### config.mk
export PLATFORM = sky130hd
export DESIGN_NAME = video_input_timing_monitor
export DESIGN_NICKNAME = d
export VERILOG_FILES = /design/src/rtl/video_input_timing_monitor.sv
export SDC_FILE = /design/constraint.sdc
export NUM_CORES = 1
export LEC_CHECK = 0
export BUFFER_PORTS_ARGS = -buffer_cell sky130_fd_sc_hd__buf_2
export CORE_MARGIN = 1
export CORE_UTILIZATION = 61
export CTS_BUF_LIST = sky130_fd_sc_hd__clkbuf_8
export CTS_CLUSTER_DIAMETER = 60
export DETAILED_ROUTE_END_ITERATION = 12
export PLACE_DENSITY_LB_ADDON = 0.15
export SLEW_MARGIN = 5
export SYNTH_ARGS = -nofsm -noshare
export SYNTH_HDL_FRONTEND = slang
export SYNTH_SLANG_ARGS = --single-unit
### constraint.sdc
create_clock -name I_PCLK -period 5.6 [get_ports I_PCLK]
set_clock_uncertainty 0.2 [all_clocks]
set_input_delay 1.12 -clock I_PCLK [delete_from_list [all_inputs] [get_ports I_PCLK]]
set_output_delay 1.12 -clock I_PCLK [all_outputs]
set_load 0.01 [all_outputs]
### src/rtl/video_input_timing_monitor.sv
// Video input timing monitor: registers VGA pixels/syncs, tags active pixels with column/row,
// measures line and frame timing and tracks lock. VIDEO_TIMING_MON_STATS_EN adds O_ERR_FRAMES.
//
// state   | meaning
// SEARCH  | no frame boundary seen since reset
// ACQUIRE | counting consecutive conforming frames toward lock
// LOCKED  | timing conforms; a bad frame drops back to ACQUIRE
module video_input_timing_monitor #(
  parameter int H_ACT       = 640,
  parameter int V_ACT       = 480,
  parameter int LOCK_FRAMES = 2,
  parameter int CNT_W       = 12
) (
  input  logic                     I_PCLK,
  input  logic                     I_RST_N,
  input  logic [23:0]              I_PIX_DATA,
  input  logic                     I_VSYNC,
  input  logic                     I_HSYNC,
  input  logic                     I_DE,
  output logic [23:0]              O_PIX_DATA,
  output logic                     O_DE,
  output logic [$clog2(H_ACT)-1:0] O_COL,
  output logic [$clog2(V_ACT)-1:0] O_ROW,
  output logic                     O_SOF,
  output logic                     O_EOL,
  output logic                     O_EOF,
  output logic                     O_LOCKED,
  output logic                     O_ERR,
  output logic [CNT_W-1:0]         O_LINE_LEN,
`ifdef VIDEO_TIMING_MON_STATS_EN
  output logic [CNT_W-1:0]         O_FRAME_LINES,
  output logic [15:0]              O_ERR_FRAMES
`else
  output logic [CNT_W-1:0]         O_FRAME_LINES
`endif
);

  localparam int COL_W = $clog2(H_ACT);
  localparam int ROW_W = $clog2(V_ACT);
  localparam logic [CNT_W-1:0] CNT_MAX = '1;
  localparam logic [CNT_W-1:0] H_LEN   = CNT_W'(H_ACT);
  localparam logic [CNT_W-1:0] V_LEN   = CNT_W'(V_ACT);
  localparam logic [CNT_W-1:0] H_LAST  = CNT_W'(H_ACT - 1);
  localparam logic [CNT_W-1:0] V_LAST  = CNT_W'(V_ACT - 1);
  localparam logic [3:0]       LOCK_N  = 4'(LOCK_FRAMES);

  typedef enum logic [1:0] {SEARCH = 2'd0, ACQUIRE = 2'd1, LOCKED = 2'd2} state_t;

  state_t           state;
  logic             vs_q, line_open, line_bad, sof_pend;
  logic [CNT_W-1:0] pix_cnt, line_cnt;
  logic [3:0]       good_cnt;

  logic             vs_rise, line_start, trunc, line_end, frame_good;
  logic [CNT_W-1:0] pix_idx, pix_len, end_len, lines_now;
  logic             hsync_unused;

  // Line timing is derived from DE; HSYNC is accepted but not needed.
  assign hsync_unused = I_HSYNC;

  // A VSYNC rise while DE is high closes the open line together with the frame.
  always_comb begin
    vs_rise    = I_VSYNC & ~vs_q;
    line_start = I_DE & ~line_open;
    trunc      = vs_rise & I_DE;
    line_end   = (line_open & ~I_DE) | trunc;
    pix_idx    = line_start ? '0 : pix_cnt;
    pix_len    = (pix_idx == CNT_MAX) ? CNT_MAX : pix_idx + 1'b1;
    end_len    = I_DE ? pix_len : pix_cnt;
    lines_now  = line_cnt;
    if (line_end && (line_cnt != CNT_MAX)) lines_now = line_cnt + 1'b1;
    frame_good = (lines_now == V_LEN) && !line_bad && !trunc
                 && !(line_end && (end_len != H_LEN));
  end

  always_ff @(posedge I_PCLK or negedge I_RST_N) begin
    if (!I_RST_N) begin
      state         <= SEARCH;
      vs_q          <= 1'b0;
      line_open     <= 1'b0;
      line_bad      <= 1'b0;
      sof_pend      <= 1'b0;
      pix_cnt       <= '0;
      line_cnt      <= '0;
      good_cnt      <= '0;
      O_PIX_DATA    <= '0;
      O_DE          <= 1'b0;
      O_COL         <= '0;
      O_ROW         <= '0;
      O_SOF         <= 1'b0;
      O_EOL         <= 1'b0;
      O_EOF         <= 1'b0;
      O_LOCKED      <= 1'b0;
      O_ERR         <= 1'b0;
      O_LINE_LEN    <= '0;
      O_FRAME_LINES <= '0;
`ifdef VIDEO_TIMING_MON_STATS_EN
      O_ERR_FRAMES  <= '0;
`endif
    end else begin
      O_PIX_DATA <= I_PIX_DATA;
      O_DE       <= I_DE;
      vs_q       <= I_VSYNC;
      line_open  <= I_DE & ~vs_rise;
      O_SOF      <= 1'b0;
      O_EOL      <= 1'b0;
      O_EOF      <= 1'b0;
      O_ERR      <= 1'b0;

      if (I_DE) begin
        pix_cnt <= pix_len;
        O_COL   <= (pix_idx >= H_LAST) ? COL_W'(H_ACT - 1) : pix_idx[COL_W-1:0];
        O_ROW   <= (line_cnt >= V_LAST) ? ROW_W'(V_ACT - 1) : line_cnt[ROW_W-1:0];
        if (line_start && sof_pend && !vs_rise) begin
          O_SOF    <= 1'b1;
          sof_pend <= 1'b0;
        end
      end

      if (line_end) begin
        O_EOL      <= 1'b1;
        O_LINE_LEN <= end_len;
      end

      if (vs_rise) begin
        O_EOF         <= 1'b1;
        O_FRAME_LINES <= lines_now;
        line_cnt      <= '0;
        line_bad      <= 1'b0;
        sof_pend      <= 1'b1;
        case (state)
          SEARCH: begin
            state    <= ACQUIRE;
            good_cnt <= '0;
          end
          ACQUIRE: begin
            if (frame_good) begin
              good_cnt <= good_cnt + 4'd1;
              if ((good_cnt + 4'd1) >= LOCK_N) begin
                state    <= LOCKED;
                O_LOCKED <= 1'b1;
              end
            end else begin
              good_cnt <= '0;
            end
          end
          LOCKED: begin
            if (!frame_good) begin
              state    <= ACQUIRE;
              good_cnt <= '0;
              O_LOCKED <= 1'b0;
              O_ERR    <= 1'b1;
`ifdef VIDEO_TIMING_MON_STATS_EN
              if (O_ERR_FRAMES != 16'hFFFF) O_ERR_FRAMES <= O_ERR_FRAMES + 16'd1;
`endif
            end
          end
          default: state <= SEARCH;
        endcase
      end else if (line_end) begin
        line_cnt <= lines_now;
        if (end_len != H_LEN) line_bad <= 1'b1;
      end
    end
  end

endmodule
==> results.md <==
- Core area: 7848 um2
- Simple-Gate Fraction of Synth Area: 20.02%
- Final nets: 603
- CTS root buf: clkbuf_8
- Crit-path cells: buf_2 > buf_4 > nand2b_1 > and4_1 > a41oi_1 > and4bb_1 > a41o_1 > nand3_4 > nor4_1 > a21o_1
- Synth Register Bits: 107
- Reg power frac: 56.7%
- Syn nets: 523
- Max Buffers Root-to-Sink: 2
- Via Count: 4063
- Synth Area in Adders: 0.7461%
- Post-DP HPWL: 8.065 mm
- Initial Util: 64.11%
- Synth area leader: dfrtp_1
- Clock Latency Late Sink: 380 ps
- Tcrit/Tclk final: 67.22%
- Req. time, crit path: 5720 ps
- Leakage: 0.002698 uW
- Vias in the first global route: 3828
- Syn Area/Cell: 10.25 um2
- Hold path startpoint: O_LINE_LEN[7]
- Routed len/inst: 17.07 um
- Internal power: 1081 uW
- Main combinational cell family by area after synthesis: simple AND/OR/NAND/NOR gates
- Sequential share of the synthesized area: 53.22%
- Crit path max fanout: 43
- Compound-Gate Fraction of Synth Area: 16.07%
- Routability cong.: 0.9852
- Filler cells: 604
- H-tree depth: 3
- Mapped Area: 5031 um2
- Crit start category: input pin
- Postcts setup bufs: 0
- Post-CTS sizing: 0
- Slowest cell on the critical path: buf_4
- Final wirelength: 11.59 mm
- Arr. time, crit path: 3890 ps
- # Max-Cap Violations: 0
- Clk pwr share: 29.9%
- Critical Path Start: I_DE
- Drt first pass iters: 5
- Crit. End Element: flip-flop
- Worst Tran Pin Value: 955.6 ps
- Largest net degree at the start of global routing: 70
- Mux cell area share after synthesis: 1.268%
- Antenna Nets Post-Route: 0
- TritonCTS clock tree: built
- RSZ-0062 raised after global routing: no
- Total I/O pin count: 102
- Critical Path Max Stage Delay: 430 ps
- Hold Vio Cnt, Final: 0
- Switch share: 30.11%
- Total CTS buffers: 9
- CP Buf/Inv Count: 2
- Die area: 8615 um2
- Setup violations, final: 0
- Reg2reg start: line_open
- Share of flip-flops with an asynchronous set or reset: 100.0%
- Yosys warns: 0
- Drt drc: 0
- Post-Syn Instances: 491
- Fmax: 265.6 MHz
- All-Layer GR Usage: 28.89%
- Post-synth EDFFs: 0
- PD cells: 272.0 nW/um2
- First-pass GRT wire length: 19.19 mm
- Post-synthesis xor/xnor area fraction: 2.959%
- Post-CTS Hold Fix Bufs: 0
- Setup_tns: 0 ps
- Share of layout cells above drive strength 1: 25.17%
- Hold Path Class: reg -> reg
- Worst slack, placed: 1482 ps
- Maximum vdd ir drop: 179.9 uV
- Final number of max-transition violations: 0
- Combinational fraction of design power: 13.5%
- Clock transition at path regs: 110 ps
- Grt ovf: 0
- Share of the synthesized area in the top cell type: 53.22%
- Primary FF master, synth: dfrtp_1
- # clock sinks: 107
- Area grow syn2layout: 13.06%
- Via/cell ratio: 5.984
- Worst Setup Path Type: in -> reg
- Run status: finished clean
- Top cells by area, synth: dfrtp_1 53%, nand2_1 4.1%, o21ai_0 3.4%, nor2_1 2.6%, a21oi_1 2.0%
- Die W: 92.82 um
- Netlist cell types: 71
- Std-Cell Rows: 32
- Initial antenna violation count: 1
- IO buf count: 100
- CP delay by family, top: simple AND/OR/NAND/NOR gates
- 1st-iter DRT viols: 315
- Slew margin rel.: 36.30%
- Die H: 92.82 um
- Final Worst Setup Slack: 1835 ps
- P_sw: 465.7 uW
- Final min period: 3765 ps
power by group through the flow:
stage | registers, uW | logic [uW] | clock network [uW]
floorplan | 891 | 115 | 0
global route | 885 | 232 | 496
global placement | 889 | 204 | 0
finish | 877 | 208 | 462
CTS | 876 | 210 | 472
detailed placement | 890 | 210 | 0
cells in the final DEF, fill, tap and decap left out, drive strengths merged, types with 3 or more instances in the layout:
cell type	count
o21ai	36
mux2	3
buf	103
ha	3
clkinv	4
and4	5
dfrtp	107
a21o	4
nor4	6
a21oi	20
and2	8
xnor2	10
or3	3
nor2	37
a211o	4
nand4	14
a31oi	5
and3	4
a41o	3
o311ai	3
mux2i	3
o31ai	4
nor2b	5
clkbuf	9
inv	27
nand3	17
nor3	11
xor2	7
nand2	55
o211ai	8
o22a	8
nand2b	6
path summary, 6_finish.rpt:
| kind | end | slack, ps | cells past startpoint |
|---|---|---|---|
| max | good_cnt[1] | 1840 | 10 |
| min | O_LINE_LEN[7] | 270 | 2 |
| max reg2reg | good_cnt[1] | 1950 | 9 |
| min reg2reg | O_LINE_LEN[7] | 270 | 2 |
| max in group asynchronous | O_FRAME_LINES[4] | 3530 | 2 |
| min in group asynchronous | O_LINE_LEN[4] | 630 | 1 |
sequential cells by signal (all words and copies together) (netlist names), 4 cells and up:
| signal | flops |
|---|---|
| O_COL | 10 |
| line_cnt | 12 |
| good_cnt | 4 |
| O_ROW | 9 |
| O_LINE_LEN | 12 |
| O_PIX_DATA | 24 |
| O_FRAME_LINES | 12 |
| pix_cnt | 12 |
metrics by stage:
step | utilization [%] | cells | area, um2 | hold slack, ps | total power, uW
3_3_place_gp | 69.96 | 662 | 5490 | 245.7 | 1093
5_1_grt | 72.48 | 679 | 5688 | 320.2 | 1613
6_report | 72.48 | 679 | 5688 | 270.6 | 1547
2_1_floorplan | - | 491 | 5031 | 238.8 | 1006
3_5_place_dp | 69.96 | 662 | 5490 | 249.7 | 1100
4_1_cts | 72.45 | 678 | 5685 | 275.6 | 1557
cell usage after synthesis (all sizes together), types with 6 or more instances:
cell type / count
nor4: 6
nand2: 55
nor2: 37
clkbuf: 14
xor2: 7
nand4: 14
xnor2: 10
buf: 20
nor3: 11
and2: 8
nand2b: 6
o211ai: 8
dfrtp: 107
inv: 24
o22a: 8
o21ai: 36
a21oi: 20
nand3: 17
tightest hold or removal path: cells and delay by family, from the launching register on:
kind | cells | cell delay, ps
DFF | 1 | 350
and+or+nand+nor | 2 | 90
logic make-up (layout without fill, tap and decap cells):
| family | after synthesis | after routing |
|---|---|---|
| compound gates | 117 | 117 |
| xor+xnor | 17 | 17 |
| fa+ha+maj | 3 | 3 |
| buf+inv | 59 | 144 |
| flops | 107 | 107 |
| mux | 6 | 6 |
| other cells | 0 | 1 |
| simple gates | 182 | 182 |
final cells by class:
cell class / instances / area (um2) / area share (%)
repair buffers: 103 / 525.5 / 9.239
diodes: 1 / 2.502 / 0.04399
well taps: 102 / 127.6 / 2.244
clock buffers: 9 / 123.9 / 2.178
flip-flops and latches: 107 / 2678 / 47.07
clock inverters: 7 / 71.32 / 1.254
multi-input cells: 325 / 2066 / 36.32
inverters: 25 / 93.84 / 1.650
layer usage:
| metal | global-route usage [%] | share of wire [%] |
|---|---|---|
| met5 | 0 | 0 |
| met4 | 10.38 | 2.1 |
| met3 | 5.255 | 4.9 |
| met2 | 44.73 | 48 |
| met1 | 40.92 | 45 |
Note: power is estimated with default switching activity, not from simulation.
